<file path="src/rtl/fact_bus_pkg.sv">
// Shared definitions for the factorial-core bus master: register map,
// bus widths and the sequencing state enumeration.
package fact_bus_pkg;

    localparam int ADDR_W = 16;
    localparam int DATA_W = 64;

    // Register offsets inside the core register block
    localparam logic [ADDR_W-1:0] OFF_OPSTART  = 16'h0000;
    localparam logic [ADDR_W-1:0] OFF_OPCLEAR  = 16'h0008;
    localparam logic [ADDR_W-1:0] OFF_OPDONE   = 16'h0010;
    localparam logic [ADDR_W-1:0] OFF_INTREN   = 16'h0018;
    localparam logic [ADDR_W-1:0] OFF_OPERAND  = 16'h0020;
    localparam logic [ADDR_W-1:0] OFF_RESULT_H = 16'h0028;
    localparam logic [ADDR_W-1:0] OFF_RESULT_L = 16'h0030;

    typedef enum logic [3:0] {
        ST_IDLE      = 4'd0,
        ST_W_INTREN  = 4'd1,
        ST_W_OPERAND = 4'd2,
        ST_W_CLR1    = 4'd3,
        ST_W_CLR0    = 4'd4,
        ST_W_START   = 4'd5,
        ST_WAIT_DONE = 4'd6,
        ST_R_RESH    = 4'd7,
        ST_R_RESL    = 4'd8,
        ST_F_CLR1    = 4'd9,
        ST_F_CLR0    = 4'd10,
        ST_RESP      = 4'd11
    } fsm_state_t;

    // True for every state that owns the bus (m_req held high)
    function automatic logic is_bus_state(input fsm_state_t s);
        return (s != ST_IDLE) && (s != ST_RESP);
    endfunction

endpackage

</file>
<file path="src/rtl/fact_bus_txn.sv">
// Single-transfer engine: registers the bus request presented by the
// sequencer and flags the edge on which the arbiter grants it.
// The sequencer only changes its request after a granted edge, so the
// registered bus signals stay stable while the grant is withheld. The one
// exception is the OPDONE poll, which may be abandoned on interrupt or
// timeout; that read has no side effects in the core.
module fact_bus_txn
    import fact_bus_pkg::*;
(
    input  logic              clk,
    input  logic              reset_n,
    input  logic              i_req,
    input  logic              i_wr,
    input  logic [ADDR_W-1:0] i_addr,
    input  logic [DATA_W-1:0] i_wdata,
    input  logic              m_grant,
    input  logic [DATA_W-1:0] m_din,
    output logic              m_req,
    output logic              m_wr,
    output logic [ADDR_W-1:0] m_addr,
    output logic [DATA_W-1:0] m_dout,
    output logic              o_done,
    output logic [DATA_W-1:0] o_rdata
);

    logic              r_req;
    logic              r_wr;
    logic [ADDR_W-1:0] r_addr;
    logic [DATA_W-1:0] r_wdata;

    // Bus output registers, loaded every cycle from the sequencer's request
    always_ff @(posedge clk) begin
        if (!reset_n) begin
            r_req   <= 1'b0;
            r_wr    <= 1'b0;
            r_addr  <= 16'h0000;
            r_wdata <= 64'd0;
        end else begin
            r_req   <= i_req;
            r_wr    <= i_wr;
            r_addr  <= i_addr;
            r_wdata <= i_wdata;
        end
    end

    assign m_req   = r_req;
    assign m_wr    = r_wr;
    assign m_addr  = r_addr;
    assign m_dout  = r_wdata;
    // Transfer completes on this edge; read data is valid alongside it
    assign o_done  = r_req & m_grant;
    assign o_rdata = m_din;

endmodule

</file>
<file path="src/rtl/fact_bus_master.sv">
// Bus initiator that programs the factorial core, waits for completion
// (interrupt or OPDONE poll, with optional timeout), reads the 128-bit
// result, clears the core and returns the result on a valid/ready port.
module fact_bus_master
    import fact_bus_pkg::*;
#(
    parameter logic [15:0] BASE_ADDR      = 16'h7000,
    parameter int unsigned TIMEOUT_CYCLES = 65535
) (
    input  logic         clk,
    input  logic         reset_n,
    input  logic         cmd_valid,
    output logic         cmd_ready,
    input  logic [63:0]  cmd_operand,
    output logic         rsp_valid,
    input  logic         rsp_ready,
    output logic [127:0] rsp_result,
    output logic         rsp_error,
    output logic         m_req,
    input  logic         m_grant,
    output logic         m_wr,
    output logic [15:0]  m_addr,
    output logic [63:0]  m_dout,
    input  logic [63:0]  m_din,
    input  logic         interrupt
);

    localparam logic [31:0] TIMEOUT_LAST = 32'(TIMEOUT_CYCLES) - 32'd1;

    fsm_state_t    r_state;
    fsm_state_t    w_next_state;
    logic [63:0]   r_operand;
    logic [127:0]  r_result;
    logic          r_err;
    logic [31:0]   r_count;
    logic          r_cmd_ready;
    logic          r_rsp_valid;

    logic          w_done;
    logic [63:0]   w_rdata;
    logic          w_expired;
    logic          w_core_done;
    logic          w_bus_req;
    logic          w_bus_wr;
    logic [15:0]   w_bus_addr;
    logic [63:0]   w_bus_wdata;
    logic          w_cmd_ready;
    logic          w_rsp_valid;

    // Timeout counts WAIT_DONE cycles; a zero limit disables it
    assign w_expired   = (TIMEOUT_CYCLES != 0) && (r_count == TIMEOUT_LAST);
    // Completion seen either as the level interrupt or a granted OPDONE=1 read
    assign w_core_done = interrupt | (w_done & w_rdata[0]);

    // State register
    always_ff @(posedge clk) begin
        if (!reset_n) begin
            r_state <= ST_IDLE;
        end else begin
            r_state <= w_next_state;
        end
    end

    // Next-state logic: bus states advance only on a granted edge
    always_comb begin
        w_next_state = r_state;
        case (r_state)
            ST_IDLE: begin
                if (cmd_valid) w_next_state = ST_W_INTREN;
                else           w_next_state = ST_IDLE;
            end
            ST_W_INTREN: begin
                if (w_done) w_next_state = ST_W_OPERAND;
                else        w_next_state = ST_W_INTREN;
            end
            ST_W_OPERAND: begin
                if (w_done) w_next_state = ST_W_CLR1;
                else        w_next_state = ST_W_OPERAND;
            end
            ST_W_CLR1: begin
                if (w_done) w_next_state = ST_W_CLR0;
                else        w_next_state = ST_W_CLR1;
            end
            ST_W_CLR0: begin
                if (w_done) w_next_state = ST_W_START;
                else        w_next_state = ST_W_CLR0;
            end
            ST_W_START: begin
                if (w_done) w_next_state = ST_WAIT_DONE;
                else        w_next_state = ST_W_START;
            end
            ST_WAIT_DONE: begin
                // Completion has priority over a coincident timeout
                if (w_core_done)    w_next_state = ST_R_RESH;
                else if (w_expired) w_next_state = ST_F_CLR1;
                else                w_next_state = ST_WAIT_DONE;
            end
            ST_R_RESH: begin
                if (w_done) w_next_state = ST_R_RESL;
                else        w_next_state = ST_R_RESH;
            end
            ST_R_RESL: begin
                if (w_done) w_next_state = ST_F_CLR1;
                else        w_next_state = ST_R_RESL;
            end
            ST_F_CLR1: begin
                if (w_done) w_next_state = ST_F_CLR0;
                else        w_next_state = ST_F_CLR1;
            end
            ST_F_CLR0: begin
                if (w_done) w_next_state = ST_RESP;
                else        w_next_state = ST_F_CLR0;
            end
            ST_RESP: begin
                if (rsp_ready) w_next_state = ST_IDLE;
                else           w_next_state = ST_RESP;
            end
            default: w_next_state = ST_IDLE;
        endcase
    end

    // Output decode from the next state so every output register lines up with its state
    always_comb begin
        w_bus_req   = is_bus_state(w_next_state);
        w_bus_wr    = 1'b0;
        w_bus_addr  = 16'h0000;
        w_bus_wdata = 64'd0;
        w_cmd_ready = (w_next_state == ST_IDLE);
        w_rsp_valid = (w_next_state == ST_RESP);
        case (w_next_state)
            ST_W_INTREN: begin
                w_bus_wr    = 1'b1;
                w_bus_addr  = BASE_ADDR + OFF_INTREN;
                w_bus_wdata = 64'd1;
            end
            ST_W_OPERAND: begin
                w_bus_wr    = 1'b1;
                w_bus_addr  = BASE_ADDR + OFF_OPERAND;
                w_bus_wdata = r_operand;
            end
            ST_W_CLR1, ST_F_CLR1: begin
                w_bus_wr    = 1'b1;
                w_bus_addr  = BASE_ADDR + OFF_OPCLEAR;
                w_bus_wdata = 64'd1;
            end
            ST_W_CLR0, ST_F_CLR0: begin
                w_bus_wr    = 1'b1;
                w_bus_addr  = BASE_ADDR + OFF_OPCLEAR;
                w_bus_wdata = 64'd0;
            end
            ST_W_START: begin
                w_bus_wr    = 1'b1;
                w_bus_addr  = BASE_ADDR + OFF_OPSTART;
                w_bus_wdata = 64'd1;
            end
            ST_WAIT_DONE: w_bus_addr = BASE_ADDR + OFF_OPDONE;
            ST_R_RESH:    w_bus_addr = BASE_ADDR + OFF_RESULT_H;
            ST_R_RESL:    w_bus_addr = BASE_ADDR + OFF_RESULT_L;
            default: begin
                w_bus_wr    = 1'b0;
                w_bus_addr  = 16'h0000;
                w_bus_wdata = 64'd0;
            end
        endcase
    end

    // Handshake output registers
    always_ff @(posedge clk) begin
        if (!reset_n) begin
            r_cmd_ready <= 1'b1;
            r_rsp_valid <= 1'b0;
        end else begin
            r_cmd_ready <= w_cmd_ready;
            r_rsp_valid <= w_rsp_valid;
        end
    end

    // Operand latch, result capture, error flag and WAIT_DONE cycle counter
    always_ff @(posedge clk) begin
        if (!reset_n) begin
            r_operand <= 64'd0;
            r_result  <= 128'd0;
            r_err     <= 1'b0;
            r_count   <= 32'd0;
        end else begin
            if (r_state == ST_WAIT_DONE) r_count <= r_count + 32'd1;
            else                         r_count <= 32'd0;
            case (r_state)
                ST_IDLE: begin
                    if (cmd_valid) begin
                        r_operand <= cmd_operand;
                        r_result  <= 128'd0;
                        r_err     <= 1'b0;
                    end else begin
                        r_operand <= r_operand;
                    end
                end
                ST_WAIT_DONE: begin
                    if (w_next_state == ST_F_CLR1) r_err <= 1'b1;
                    else                           r_err <= r_err;
                end
                ST_R_RESH: begin
                    if (w_done) r_result[127:64] <= w_rdata;
                    else        r_result         <= r_result;
                end
                ST_R_RESL: begin
                    if (w_done) r_result[63:0] <= w_rdata;
                    else        r_result       <= r_result;
                end
                default: r_result <= r_result;
            endcase
        end
    end

    fact_bus_txn u_txn (
        .clk     (clk),
        .reset_n (reset_n),
        .i_req   (w_bus_req),
        .i_wr    (w_bus_wr),
        .i_addr  (w_bus_addr),
        .i_wdata (w_bus_wdata),
        .m_grant (m_grant),
        .m_din   (m_din),
        .m_req   (m_req),
        .m_wr    (m_wr),
        .m_addr  (m_addr),
        .m_dout  (m_dout),
        .o_done  (w_done),
        .o_rdata (w_rdata)
    );

    assign cmd_ready  = r_cmd_ready;
    assign rsp_valid  = r_rsp_valid;
    assign rsp_result = r_result;
    assign rsp_error  = r_err;

endmodule
</file>
<file path="config.mk">
export PLATFORM = sky130hd
export DESIGN_NAME = fact_bus_master
export DESIGN_NICKNAME = d
export VERILOG_FILES = /design/src/rtl/fact_bus_pkg.sv /design/src/rtl/fact_bus_txn.sv /design/src/rtl/fact_bus_master.sv
export SDC_FILE = /design/constraint.sdc
export NUM_CORES = 1
export LEC_CHECK = 0
export ABC_CLOCK_PERIOD_IN_PS = 2500
export BUFFER_PORTS_ARGS = -buffer_cell sky130_fd_sc_hd__buf_4
export CORE_ASPECT_RATIO = 1.1
export CORE_MARGIN = 4
export CORE_UTILIZATION = 30
export DETAILED_ROUTE_END_ITERATION = 12
export PLACE_DENSITY = 0.51
export SLEW_MARGIN = 20
export SYNTH_ARGS = -nofsm -noshare
export SYNTH_HDL_FRONTEND = slang
export SYNTH_HIERARCHICAL = 1
export SYNTH_SLANG_ARGS = --single-unit
</file>
<file path="constraint.sdc">
create_clock -name clk -period 2.5 [get_ports clk]
set_input_delay 0.375 -clock clk [delete_from_list [all_inputs] [get_ports clk]]
set_output_delay 0.375 -clock clk [all_outputs]
set_load 0.03 [all_outputs]
</file>
* Yosys cells after proc, flatten, opt, wreduce, memory -nomap -nowiden
Index checks and enable logic that the tools add are counted.
Word-level totals: output and inout port bits 213, logic and storage cells 84, bits in registers 313
Operators by class: equal/unequal tests 28, multiplexer cells 23, add/sub/neg operators 1, bitwise operators 5, reduce and logical (&&, ||, !) cells 15
Operators by type and width (number):
- 128-bit case mux with 3 select lines | 1
- 128-bit two-way mux | 1
- 64-bit case mux with 2 select lines | 1
- 15-bit case mux with 7 select lines | 1
- 64-bit two-way mux | 1
- 4-bit case mux with 12 select lines | 1
- 32-bit by 1-bit adder with 32-bit output (second input constant) | 1
- 32-bit by 16-bit == test with 1-bit output (second input constant) | 1
- 4-bit by 3-bit == test with 1-bit output (second input constant) | 8
- 4-bit == test (second input constant) | 8
- 4-bit by 2-bit == test with 1-bit output (second input constant) | 4
- 4-bit two-way mux | 4
- 4-bit by 1-bit == test with 1-bit output (second input constant) | 2
- 4-bit logical NOT | 2
- 1-bit two-way mux | 8
- 4-bit AND reduction | 2
- 4-bit OR reduction | 2
- 7-bit OR reduction | 1
- 2-bit two-way mux | 3
- 2-bit != test (second input constant) | 3
- 2-bit nonzero test | 3
- 4-bit != test (second input constant) | 1
- 2-bit AND reduction | 2
- 4-bit nonzero test | 1
- 8 further kinds | 10

* Depth between registers and ports, before layout
Gate-level depths: netlist of the first run.
depth after elaboration 8, gate-level depth with buffers 12, mapped depth without buffers 8

* Cells and area by module
Netlist of the first run, hierarchy kept.
Modules (own cells, without submodules):
- fact_bus_master | area an instance 9715.6 um2, cells each 1126, times used 1
- fact_bus_txn | area an instance 2783.9 um2, cells each 237, times used 1

* Worst setup path after synthesis of the first run
OpenSTA, ideal clock, no wires.
path type register to register, start point register u_txn.r_req, in the netlist u_txn/m_req, end point register u_txn.r_addr[5], in the netlist u_txn/m_addr[5], cell stages (with the launch flop) 12, arrival time 2.123 ns, setup time 0.116 ns, setup slack 0.261 ns, required time 2.384 ns, cell sequence dfxtp_1 and2_1 buf_4 buf_4 nor3_1 a211oi_2 o21ai_1 a22o_1 buf_6 buf_6 a221o_1 and2_2
Between the ends: cells in the longest elaborated chain, start to end 8, elaborated cells between the ends (all ways) 26, those cells by class eq/ne: 10; mux: 12; bitwise: 3; reduce/logical: 1
RTL lines:
- start: declaration | line fact_bus_txn.sv:26 | logic r_req;
- start signal: assignment | line fact_bus_txn.sv:39 | r_req <= i_req;
- 1-bit bitwise AND (*) | line fact_bus_txn.sv:51 | assign o_done = r_req & m_grant;
- via w_done | line fact_bus_master.sv:39 | logic w_done;
- 1-bit bitwise AND | line fact_bus_master.sv:53 | assign w_core_done = interrupt | (w_done & w_rdata[0]);
- 1-bit bitwise OR | line fact_bus_master.sv:53
- 4-bit two-way mux | line fact_bus_master.sv:94 | if (w_core_done) w_next_state = ST_R_RESH;
- 4-bit case mux with 12 select lines (*) | line fact_bus_master.sv:67 | case (r_state)
- 4-bit == test, or another cell as far along | line fact_bus_master.sv:130 | case (w_next_state)
- 4-bit OR reduction (no source line)
- 15-bit case mux with 7 select lines (*) | line fact_bus_master.sv:130
- via w_bus_addr[5] | line fact_bus_master.sv:45 | logic [15:0] w_bus_addr;
- end signal: assignment | line fact_bus_txn.sv:41 | r_addr <= i_addr;
- end: declaration | line fact_bus_txn.sv:28 | logic [ADDR_W-1:0] r_addr;
Mark *: on every way through the listed nets, which the timed path passes. The rest lies on a longest branch. A chain may end at the register's enable or synchronous reset.

* Worst setup path in the final report of the first run
start point register u_txn.r_req, in the netlist u_txn/m_req, end point register u_txn.r_wdata[22], in the netlist u_txn/m_dout[22]
Between the ends: cells in the longest elaborated chain, start to end 8, elaborated cells between the ends (all ways) 21, those cells by class eq/ne: 5; mux: 12; bitwise: 3; reduce/logical: 1
RTL lines:
- 1-bit bitwise AND (*) | line fact_bus_txn.sv:51
- via w_done | line fact_bus_master.sv:39
- 1-bit bitwise AND | line fact_bus_master.sv:53
- 1-bit bitwise OR | line fact_bus_master.sv:53
- 4-bit two-way mux | line fact_bus_master.sv:94
- 4-bit case mux with 12 select lines (*) | line fact_bus_master.sv:67
- 4-bit == test, or another cell as far along | line fact_bus_master.sv:130
- 4-bit OR reduction (no source line)
- 64-bit case mux with 2 select lines (*) | line fact_bus_master.sv:130
- via w_bus_wdata[22] | line fact_bus_master.sv:46 | logic [63:0] w_bus_wdata;
- end signal: assignment | line fact_bus_txn.sv:42 | r_wdata <= i_wdata;
- end: declaration | line fact_bus_txn.sv:29 | logic [DATA_W-1:0] r_wdata;
Marked as above.

==> results.rst, run 1 <==
.. list-table::
   :header-rows: 1

   * - Metric
     - Value
   * - Skew-Pair Late Insertion Delay
     - 0.55 ns
   * - Post-layout worst setup margin
     - 0.198 ns
   * - Synth Register Bits
     - 313
   * - Clk Tree Root Cell
     - sky130_fd_sc_hd__clkbuf_16
   * - Final setup violating endpoints
     - 0
   * - Total power per unit cell area
     - 709 nW/µm²
   * - Worst voltage drop across the vdd grid
     - 439 µV
   * - Sum Neg Setup Slack
     - 0 ns
   * - Maximum frequency from static timing analysis
     - 434 MHz
   * - Post-Place Cell Area
     - 15300 µm²
   * - Depth of the CTS H-tree
     - 2
   * - Final Non-Filler Cells
     - 2216
   * - Sequential share of the synthesized area
     - 50.1%
   * - Final global-route overflow total
     - 0
   * - End-of-flow core utilization
     - 40.3%
   * - Floorplan die width
     - 203 µm
   * - Half-perimeter wire length of the detailed placement result
     - 24800 µm
   * - Hold Buf Count CTS
     - 0
   * - Count of synthesis-stage warnings from yosys
     - 6
   * - Via count of the first global-routing pass
     - 10000
   * - Worst Reg-to-Reg Cells
     - 9
   * - Hold Path Depth
     - 3
   * - Layout Skew
     - 0.0176 ns
   * - Number of antenna cells inserted
     - 0
   * - Total length of routed wires
     - 36800 µm
   * - Max-cap violation count
     - 0
   * - Worst hold-check slack
     - 0.0823 ns
   * - Min Tclk post-route
     - 2.30 ns
   * - Chip height
     - 222 µm
   * - Pin count of the biggest net entering global routing
     - 72
   * - Type of the most critical hold path
     - in2reg
   * - Antenna Nets Post-Route
     - 0
   * - Initial detailed-routing violation count
     - 401
   * - Crit path DAT
     - 2.74 ns
   * - Max clock buf depth
     - 3
   * - Synth-to-Final Area Change
     - 32.9%
   * - Status
     - complete, no violations
   * - Vias per Instance
     - 4.61
   * - Number of buffers added by the clock tree synthesis step
     - 37
   * - Overall fraction of global-route tracks in use
     - 15.8%
   * - Unrepaired setup endpoints after global routing
     - no
   * - Number of nets in the final layout
     - 1763
   * - Number of standard cells after synthesis
     - 1363
   * - Post-route cell area
     - 16600 µm²
   * - Largest fanout of any net on the critical path
     - 21
   * - Worst slew pin tran
     - 0.752 ns
   * - Fraction of the cycle the final worst path needs
     - 92.1%
   * - 1st-pass router iterations
     - 4
   * - Synth async-reset ratio
     - 0%
   * - Number of remaining DRC errors
     - 0
   * - Flip-flop cell with the highest count after synthesis
     - sky130_fd_sc_hd__dfxtp_1
   * - I/O Pins
     - 347
   * - Effective utilization at floorplan
     - 30.3%
   * - I/O Buffers
     - 346
   * - Die footprint
     - 45000 µm²
   * - Number of synthesized flops with an enable pin
     - 0
   * - Vias
     - 10200
   * - Required time at the endpoint of the critical path
     - 2.94 ns
   * - Post-synth cell types
     - 58
   * - Antenna violations before repair
     - 0
   * - First-pass GRT wire length
     - 57700 µm
   * - Mean cell area of the mapped netlist
     - 9.17 µm²
   * - Core Area
     - 41200 µm²
   * - Top library cells by usage in the layout, fill and taps aside
     - sky130_fd_sc_hd__buf_4 (368), sky130_fd_sc_hd__dfxtp_1 (313), sky130_fd_sc_hd__nand2_1 (207), sky130_fd_sc_hd__a21boi_0 (99), sky130_fd_sc_hd__and2_2 (84)
   * - Post-Place Cells
     - 2146
   * - Final RePlAce weighted congestion
     - 0.778
   * - Num Clock Sinks
     - 313
   * - Layout fillers
     - 4139
   * - CTS tree
     - yes
   * - Pwr Total
     - 11.8 mW
   * - Startpoint type of the worst setup path
     - register
   * - Post-synthesis cell area
     - 12500 µm²
   * - Final count of pins violating max slew
     - 0
   * - Worst slew slack as a fraction of its limit
     - 49.9%
   * - Hold Fails Final Rpt
     - 0
   * - Leakage power summed over all cells
     - 6.90 nW
   * - Final routed wire length divided by cell count
     - 16.6 µm
   * - Num rows
     - 78
   * - Most frequent standard cell in the layout excluding fill and tap cells
     - sky130_fd_sc_hd__buf_4
   * - Post-place setup slack
     - 0.0218 ns
   * - Critical path capture point type
     - register
   * - Worst Setup Path Type
     - reg2reg
   * - Layout cells sized above 1
     - 32.9%
   * - Clock transition time at the flip-flop clock pins of the worst setup and hold paths
     - 0.06 ns
-- logic make-up after synthesis --
logic type	synth area share [%]
compound gates	13.9
xor+xnor	2.17
fa+ha+maj	0.200
buf+inv	7.77
flops	50.1
mux	0.160
other cells	0.0300
simple gates	25.7
-- path summary, 6_finish.rpt --
check / start / end / slack [ns]
max reg2reg: u_txn/m_req$_SDFF_PN0_ / u_txn/m_dout[22]$_SDFF_PN0_ / 0.20
max: u_txn/m_req$_SDFF_PN0_ / u_txn/m_dout[22]$_SDFF_PN0_ / 0.20
min: cmd_operand[39] / r_operand[39]$_SDFFE_PN0P_ / 0.08
min reg2reg: rsp_result[63]$_SDFFE_PN0P_ / rsp_result[63]$_SDFFE_PN0P_ / 0.45
-- report_power, final --
part	switching, mW	total (mW)	leakage, nW	internal, mW
Clock	2.15	5.48	0.612	3.33
Combinational	0.670	1.14	3.75	0.468
Sequential	0.0536	5.16	2.54	5.11
Total	2.87	11.8	6.90	8.91
-- worst max-delay path, stage by stage (launching register included) --
cell and delay [ns]:
sky130_fd_sc_hd__dfxtp_1 0.33, sky130_fd_sc_hd__and2_2 0.27, sky130_fd_sc_hd__buf_4 0.16, sky130_fd_sc_hd__a21o_1 0.21, sky130_fd_sc_hd__a211oi_2 0.18, sky130_fd_sc_hd__o21ai_1 0.08
sky130_fd_sc_hd__a22o_2 0.34, sky130_fd_sc_hd__buf_4 0.25, sky130_fd_sc_hd__and3_1 0.18, sky130_fd_sc_hd__and2_2 0.18
-- state kept, by name, indices dropped and copies added (netlist names) --
name          count
r_state           4
rsp_result      128
u_txn/m_dout     64
u_txn/m_addr     16
u_txn/m_wr        1
r_operand        64
cmd_ready         1
rsp_valid         1
r_count          32
u_txn/m_req       1
rsp_error         1
-- metal layers --
layer  GRT usage [%]  part of all wire (%)  vias up
met5               0                     0        -
met4            5.32                   2.7        0
met3            4.78                   6.6       52
met2            25.2                    47      299
met1            20.4                    44     4820
li1                -                     -     5034
-- cell usage after synthesis, types with 3 or more instances --
cell type                  instances  area [µm²]
sky130_fd_sc_hd__nor2b_1          67         419
sky130_fd_sc_hd__buf_2            39         195
sky130_fd_sc_hd__nand2_1         209         785
sky130_fd_sc_hd__buf_4            67         503
sky130_fd_sc_hd__nand4_1           9        56.3
sky130_fd_sc_hd__and2_1            9        56.3
sky130_fd_sc_hd__buf_1             3        11.3
sky130_fd_sc_hd__a31oi_1           3        18.8
sky130_fd_sc_hd__xnor2_1           8        70.1
sky130_fd_sc_hd__a22oi_1          64         480
sky130_fd_sc_hd__clkbuf_2          8        40.0
sky130_fd_sc_hd__and2_2           82         616
sky130_fd_sc_hd__nand3_1          82         410
sky130_fd_sc_hd__dfxtp_1         313        6270
sky130_fd_sc_hd__and4_1            4        35.0
sky130_fd_sc_hd__nor4_1            3        18.8
sky130_fd_sc_hd__nor3_1           11        55.1
sky130_fd_sc_hd__o21ai_0           6        30.0
sky130_fd_sc_hd__a21boi_0         99         743
sky130_fd_sc_hd__a21oi_1          11        55.1
sky130_fd_sc_hd__nor2_1           47         176
sky130_fd_sc_hd__inv_1             3        11.3
sky130_fd_sc_hd__nand2b_1          3        18.8
sky130_fd_sc_hd__xor2_1           23         201
sky130_fd_sc_hd__a21boi_1         29         218
sky130_fd_sc_hd__buf_6             3        33.8
sky130_fd_sc_hd__nor4_2            3        37.5
sky130_fd_sc_hd__a21o_1            4        30.0
sky130_fd_sc_hd__and3_1           68         425
sky130_fd_sc_hd__clkbuf_1         46         173
-- area by class of cell --
cell class                      instances  area (µm²)  area share (%)
Tap cell                              560         701            4.22
Multi-Input combinational cell        889        5350            32.2
Clock buffer                           55        1080            6.52
Sequential cell                       313        6270            37.7
Inverter                                4        15.0          0.0904
Timing Repair Buffer                  382        3030            18.2
Clock inverter                         13         171            1.03
-- repair_timing --
| action | 4_1_cts | 5_1_grt |
|---|---|---|
| buffers inserted | 0 | 2 |
| setup endpoints to repair | 0 | 119 |
| resized for setup | 0 | 4 |
(Power assumes the default switching activity.)
==> inputs of run 2 (changes only) <==
- CORE_MARGIN: 4 -> 2
==> results.rst, run 2 (synthesized netlist as in run 1, its figures left out) <==
.. list-table::
   :header-rows: 1

   * - Metric
     - Value
   * - Status
     - complete, no violations
   * - Final setup violating endpoints
     - 0 (unchanged)
   * - Number of nets in the final layout
     - 1759 (-0.23%)
   * - Largest fanout of any net on the critical path
     - 14 (-33%)
   * - Max-cap violation count
     - 0 (unchanged)
   * - Depth of the CTS H-tree
     - 2 (unchanged)
   * - Switching Share
     - 24.5% (+0.074 points)
   * - Internal power summed over all cells
     - 8.86 mW (-0.47%)
   * - Critical Path, Cell by Cell
     - and2_2 -> inv_1 -> a311oi_1 -> a21oi_1 -> buf_4 -> or2_1 -> nor3_1 -> a211oi_2 -> and2_2
   * - 1st-pass router iterations
     - 4 (unchanged)
   * - First element of the critical path
     - u_txn/m_req$_SDFF_PN0_
   * - Startpoint type of the worst setup path
     - register
   * - Final RePlAce weighted congestion
     - 0.773 (-0.64%)
   * - Reg-to-reg slack, setup
     - 0.24 ns (+0.04 ns)
   * - Sw Pwr
     - 2.87 mW (about the same)
   * - Flip-flop count of the largest register after layout
     - 128 (unchanged)
   * - Layout cells sized above 1
     - 32.7% (-0.20 points)
   * - Clock transition time at the flip-flop clock pins of the worst setup and hold paths
     - 0.06 ns (about the same)
   * - Worst Setup Path Type
     - reg2reg
   * - Effective utilization at floorplan
     - 30.3% (unchanged)
   * - Pin count of the biggest net entering global routing
     - 81 (+13%)
   * - Type of the most critical hold path
     - in2reg
   * - I/O Buffers
     - 346 (unchanged)
   * - Final global-route overflow total
     - 0 (unchanged)
   * - Skew-Pair Late Insertion Delay
     - 0.55 ns (about the same)
   * - Final routed wire length divided by cell count
     - 16.3 µm (-1.7%)
   * - Min Tclk post-route
     - 2.26 ns (-0.0438 ns)
   * - Post-Place Cells
     - 2144 (-0.093%)
   * - Leakage power summed over all cells
     - 6.87 nW (-0.45%)
   * - Maximum frequency from static timing analysis
     - 443 MHz (+1.9%)
   * - Most frequent cell on the critical path
     - sky130_fd_sc_hd__and2_2
   * - Half-perimeter wire length of the detailed placement result
     - 24000 µm (-3.4%)
   * - Crit path DAT
     - 2.69 ns (-0.05 ns)
   * - Num Clock Sinks
     - 313 (unchanged)
   * - Antenna Nets Post-Route
     - 0 (unchanged)
   * - I/O Pins
     - 347 (unchanged)
   * - Chip height
     - 218 µm (-1.8%)
   * - Relative contribution of sequential cells to total power
     - 44.0% (+0.2 points)
   * - Top library cells by usage in the layout, fill and taps aside
     - sky130_fd_sc_hd__buf_4 (363), sky130_fd_sc_hd__dfxtp_1 (313), sky130_fd_sc_hd__nand2_1 (207), sky130_fd_sc_hd__a21boi_0 (99), sky130_fd_sc_hd__and2_2 (84)
   * - Largest stage delay, worst path
     - 0.35 ns (about the same)
   * - Worst reg2reg path endpoint
     - u_txn/m_addr[3]$_SDFF_PN0_
   * - Sum Neg Setup Slack
     - 0 ns (unchanged)
   * - Synth-to-Final Area Change
     - 32.6%
   * - Max clock buf depth
     - 3 (unchanged)
   * - Final count of pins violating max slew
     - 0 (unchanged)
   * - Worst slew pin tran
     - 0.769 ns (+0.0171 ns)
   * - Total power per unit cell area
     - 708 nW/µm² (-0.14%)
   * - Final Non-Filler Cells
     - 2209 (-0.32%)
   * - Hold Buf Count CTS
     - 0 (unchanged)
   * - Crit-path slowest cell
     - sky130_fd_sc_hd__dfxtp_1
   * - Layout Skew
     - 0.0152 ns (-0.00243 ns)
   * - Overall fraction of global-route tracks in use
     - 16.2% (+0.38 points)
   * - Clk network pwr share
     - 46.4% (about the same)
   * - Worst Reg-to-Reg Cells
     - 9 (unchanged)
   * - Post-layout worst setup margin
     - 0.242 ns (+0.0439 ns)
   * - Core Area
     - 41200 µm² (unchanged)
   * - Startpoint of the worst register-to-register path
     - u_txn/m_req$_SDFF_PN0_
   * - Required time at the endpoint of the critical path
     - 2.93 ns (about the same)
   * - CTS tree
     - yes
   * - Floorplan die width
     - 199 µm (-2.0%)
   * - Most frequent standard cell in the layout excluding fill and tap cells
     - sky130_fd_sc_hd__buf_4
   * - Post-place setup slack
     - -0.0248 ns (-0.0466 ns)
   * - Critical path capture point type
     - register
   * - Beginning of the worst hold path
     - cmd_operand[32]
   * - Total length of routed wires
     - 36100 µm (-2.0%)
   * - Fraction of the cycle the final worst path needs
     - 90.3% (-1.8 points)
   * - Combinational share of power
     - 9.6% (about the same)
   * - Post-CTS Setup Repair Bufs
     - 0 (unchanged)
   * - Clk Tree Root Cell
     - sky130_fd_sc_hd__clkbuf_16
   * - Initial detailed-routing violation count
     - 604 (+51%)
   * - Number of remaining DRC errors
     - 0 (unchanged)
   * - First-pass GRT wire length
     - 55500 µm (-3.8%)
   * - Capturing element of the worst setup path
     - u_txn/m_addr[3]$_SDFF_PN0_
   * - Hold Fails Final Rpt
     - 0 (unchanged)
   * - Antenna violations before repair
     - 2 (+2)
   * - Die footprint
     - 43300 µm² (-3.7%)
   * - Number of buffers added by the clock tree synthesis step
     - 37 (unchanged)
   * - Worst voltage drop across the vdd grid
     - 453 µV (+3.2%)
   * - Worst slew slack as a fraction of its limit
     - 48.8% (-1.1 points)
   * - Unrepaired setup endpoints after global routing
     - no
   * - Vias
     - 10200 (-0.41%)
   * - Via count of the first global-routing pass
     - 9837 (-1.7%)
   * - Vias per Instance
     - 4.60 (about the same)
   * - Num rows
     - 78 (unchanged)
   * - Pwr Total
     - 11.7 mW (-0.37%)
## run 2: per-stage QoR
| step | hold slack [ns] | utilization, % | instance area, µm² |
|---|---|---|---|
| 4_1_cts | 0.0529 | 40.2 | 16600 |
| 2_1_floorplan | 0.439 | - | 12500 |
| 3_3_place_gp | 0.439 | 37.2 | 15300 |
| 6_report | 0.0817 | 40.2 | 16600 |
| 5_1_grt | 0.0684 | 40.2 | 16600 |
| 3_5_place_dp | 0.445 | 37.2 | 15300 |
## run 2: worst min path at each step
stage / slack, ns / cells past startpoint / endpoint
after floorplan: 0.44 / 2 / r_operand[10]$_SDFFE_PN0P_
after global routing: 0.07 / 3 / r_operand[36]$_SDFFE_PN0P_
final: 0.08 / 3 / r_operand[32]$_SDFFE_PN0P_
after detailed placement: 0.44 / 2 / rsp_result[33]$_SDFFE_PN0P_
after CTS: 0.05 / 3 / r_operand[32]$_SDFFE_PN0P_
after global placement: 0.44 / 2 / rsp_result[3]$_SDFFE_PN0P_
## run 2: routing by layer
layer | routed length [µm] | track usage, %
met2 | 16600 | 25.9
met3 | 2870 | 5.18
met4 | 1060 | 6.09
met1 | 15500 | 20.2
met5 | 0 | 0
## run 2: final cells by class
cell class | instances | area [µm²]
Clock buffer | 50 | 1020
Clock inverter | 14 | 203
Sequential cell | 313 | 6270
Tap cell | 560 | 701
Multi-Input combinational cell | 889 | 5350
Timing Repair Buffer | 378 | 3020
Antenna cell | 1 | 2.50
Fill cell | 4168 | 24600
Inverter | 4 | 15.0
## run 2: power by group through the flow
stage                     Clock, mW  Combinational, mW  Sequential, mW
after floorplan                   0              0.627            5.33
after global placement            0               1.14            5.27
after detailed placement          0               1.14            5.27
after CTS                      5.62               1.15            5.16
after global routing           5.81               1.23            5.17
final                          5.45               1.13            5.16
## run 2: timing repair
item | 4_1_cts | 5_1_grt
gates resized for setup | 0 | 3
endpoints found under the setup margin | 0 | 13
hold endpoints to repair | 0 | 0
## run 2: worst max-delay path: cells and delay by family, from the launching register on
| kind | cells | cell delay, ns |
|---|---|---|
| AOI/OAI and AO/OA | 3 | 0.48 |
| and+or+nand+nor | 4 | 1.04 |
| buffers and inverters | 2 | 0.27 |
| DFF | 1 | 0.35 |
==> inputs of run 3 (changes only) <==
- GPL_TIMING_DRIVEN: default -> 0
==> results.rst, run 3 (synthesized netlist as in run 1, its figures left out) <==
.. list-table::
   :header-rows: 1

   * - Metric
     - Value
   * - Sequential cell area
     - 6270 µm² (unchanged)
   * - Final routed wire length divided by cell count
     - 17.1 µm (+4.8%)
   * - Die footprint
     - 43300 µm² (unchanged)
   * - Maximum frequency from static timing analysis
     - 424 MHz (-4.2%)
   * - Most frequent cell on the critical path
     - sky130_fd_sc_hd__buf_4
   * - Num Clock Sinks
     - 313 (unchanged)
   * - Max clock buf depth
     - 3 (unchanged)
   * - Sum Neg Setup Slack
     - 0 ns (unchanged)
   * - Post-place setup slack
     - -0.294 ns (-0.269 ns)
   * - Antenna violations before repair
     - 4 (+2)
   * - Leakage power summed over all cells
     - 6.92 nW (+0.72%)
   * - Chip height
     - 218 µm (unchanged)
   * - Clk Tree Root Cell
     - sky130_fd_sc_hd__clkbuf_16
   * - Via count of the first global-routing pass
     - 9941 (+1.1%)
   * - Max-cap violation count
     - 0 (unchanged)
   * - Final global-route overflow total
     - 0 (unchanged)
   * - Final count of pins violating max slew
     - 0 (unchanged)
   * - Total power per unit cell area
     - 687 nW/µm² (-2.9%)
   * - Effective utilization at floorplan
     - 30.3% (unchanged)
   * - I/O Buffers
     - 282 (-18%)
   * - I/O Pins
     - 347 (unchanged)
   * - Floorplan die width
     - 199 µm (unchanged)
   * - Hold Buf Count CTS
     - 0 (unchanged)
   * - Pin count of the biggest net entering global routing
     - 14 (-83%)
   * - Crit-path slowest cell
     - sky130_fd_sc_hd__clkbuf_1
   * - Post-Place Cells
     - 2214 (+3.3%)
   * - Worst voltage drop across the vdd grid
     - 440 µV (-2.8%)
   * - Startpoint type of the worst setup path
     - register
   * - Largest delay share family, worst path
     - buffers and inverters
   * - Layout Skew
     - 0.0184 ns (+0.00322 ns)
   * - Half-perimeter wire length of the detailed placement result
     - 29100 µm (+21%)
   * - Most frequent standard cell in the layout excluding fill and tap cells
     - sky130_fd_sc_hd__buf_4
   * - Layout cells sized above 1
     - 32.1% (-0.58 points)
   * - Crit path DAT
     - 2.85 ns (+0.16 ns)
   * - Flip-flop count of the largest register after layout
     - 128 (unchanged)
   * - Worst path bufs/invs
     - 4 (+2)
   * - Total length of routed wires
     - 38900 µm (+8.0%)
   * - Post-layout worst setup margin
     - 0.143 ns (-0.0988 ns)
   * - CTS tree
     - yes
   * - Number of remaining DRC errors
     - 0 (unchanged)
   * - Worst Setup Path Type
     - reg2reg
   * - Initial detailed-routing violation count
     - 511 (-15%)
   * - Type of the most critical hold path
     - in2reg
   * - Hold Fails Final Rpt
     - 0 (unchanged)
   * - Critical path capture point type
     - register
   * - Largest stage delay, worst path
     - 0.45 ns (+0.10 ns)
   * - Skew-Pair Late Insertion Delay
     - 0.55 ns (about the same)
   * - Worst hold-check slack
     - 0.0917 ns (+0.0100 ns)
   * - Fraction of the cycle the final worst path needs
     - 94.3% (+4.0 points)
   * - Final RePlAce weighted congestion
     - 0.807 (+4.5%)
   * - Critical Path, Cell by Cell
     - and2_1 -> buf_4 -> buf_4 -> nor3_1 -> a211oi_2 -> o21ai_1 -> a22o_1 -> buf_6 -> clkbuf_1 -> and3_1 -> and2_2
   * - Final setup violating endpoints
     - 0 (unchanged)
   * - Clock transition time at the flip-flop clock pins of the worst setup and hold paths
     - 0.06 ns (about the same)
   * - Multi-input logic area
     - 5320 µm² (-0.54%)
   * - Final Non-Filler Cells
     - 2278 (+3.1%)
   * - Status
     - complete, no violations
   * - Worst slew slack as a fraction of its limit
     - 47.2% (-1.5 points)
   * - Required time at the endpoint of the critical path
     - 3.00 ns (+0.07 ns)
   * - Depth of the CTS H-tree
     - 2 (unchanged)
   * - Num rows
     - 78 (unchanged)
   * - Worst slew pin tran
     - 0.791 ns (+0.0226 ns)
   * - Overall fraction of global-route tracks in use
     - 17.3% (+1.2 points)
   * - Core Area
     - 41200 µm² (unchanged)
   * - Vias per Instance
     - 4.52 (-1.7%)
   * - Layout fillers
     - 4258 (+2.2%)
   * - Largest fanout of any net on the critical path
     - 10 (-4)
   * - Top library cells by usage in the layout, fill and taps aside
     - sky130_fd_sc_hd__buf_4 (349), sky130_fd_sc_hd__dfxtp_1 (313), sky130_fd_sc_hd__nand2_1 (209), sky130_fd_sc_hd__a21boi_0 (99)
   * - Min Tclk post-route
     - 2.36 ns (+0.0988 ns)
   * - 1st-pass router iterations
     - 5 (+1)
   * - Synth-to-Final Area Change
     - 31.9%
   * - Antenna Nets Post-Route
     - 0 (unchanged)
   * - First-pass GRT wire length
     - 57700 µm (+4.0%)
   * - Number of buffers added by the clock tree synthesis step
     - 36 (-2.7%)
   * - Number of nets in the final layout
     - 1828 (+3.9%)
   * - Vias
     - 10300 (+1.4%)
run 3: cell types whose count changed in the layout (fill, tap and decap cells not counted), moves of 3 or more:
| cell | change |
|---|---|
| sky130_fd_sc_hd__bufinv_16 | -3 |
| sky130_fd_sc_hd__clkbuf_1 | +47 |
| sky130_fd_sc_hd__clkbuf_2 | +10 |
| sky130_fd_sc_hd__buf_4 | -14 |
| sky130_fd_sc_hd__buf_2 | +39 |
| sky130_fd_sc_hd__buf_12 | -14 |
run 3: what timing repair did:
action | in CTS | in global routing
resized for setup | 0 | 7
endpoints found under the setup margin | 0 | 24
buffers inserted | 0 | 0
run 3: path summary, 6_finish.rpt:
path / from / endpoint / slack, ns / cells after the start
worst max-delay path: u_txn/m_req$_SDFF_PN0_ / u_txn/m_dout[44]$_SDFF_PN0_ / 0.14 / 11
worst max register to register: u_txn/m_req$_SDFF_PN0_ / u_txn/m_dout[44]$_SDFF_PN0_ / 0.14 / 11
worst min register to register: rsp_result[47]$_SDFFE_PN0P_ / rsp_result[47]$_SDFFE_PN0P_ / 0.45 / 2
worst min-delay path: cmd_operand[20] / r_operand[20]$_SDFFE_PN0P_ / 0.09 / 3
run 3: stage by stage:
step | power (mW) | util (%) | cell area [µm²]
floorplan | 5.95 | - | 12500
global placement | 6.41 | 37.3 | 15400
detailed placement | 6.42 | 37.3 | 15400
CTS | 11.5 | 40.0 | 16500
global route | 11.8 | 40.0 | 16500
finish | 11.3 | 40.0 | 16500
run 3: routing by layer:
metal,track usage [%],vias to the layer above,wire [µm]
li1,-,5168,-
met2,28.4,303,18300
met5,0,-,0
met4,5.67,0,954
met1,21.6,4782,16700
met3,5.32,54,2970
run 3: cell type report:
class | count | area share (%)
clock inverters | 10 | 0.524
flip-flops and latches | 313 | 38.0
multi-input cells | 889 | 32.3
inverters | 4 | 0.0911
repair buffers | 282 | 12.8
well taps | 560 | 4.25
diodes | 3 | 0.0455
clock buffers | 51 | 6.18
plain buffers | 166 | 5.81
run 3: worst reg2reg max path: stages, from the launching register on:
cell and delay [ns]:
sky130_fd_sc_hd__dfxtp_1 0.31, sky130_fd_sc_hd__and2_1 0.15, sky130_fd_sc_hd__buf_4 0.15, sky130_fd_sc_hd__buf_4 0.18
sky130_fd_sc_hd__nor3_1 0.18, sky130_fd_sc_hd__a211oi_2 0.06, sky130_fd_sc_hd__o21ai_1 0.08, sky130_fd_sc_hd__a22o_1 0.16
sky130_fd_sc_hd__buf_6 0.15, sky130_fd_sc_hd__clkbuf_1 0.45, sky130_fd_sc_hd__and3_1 0.28, sky130_fd_sc_hd__and2_2 0.14
run 3: where the power goes:
group | switching [mW] | internal [mW]
clock | 2.10 | 2.94
combinational | 0.711 | 0.429
sequential | 0.0466 | 5.11
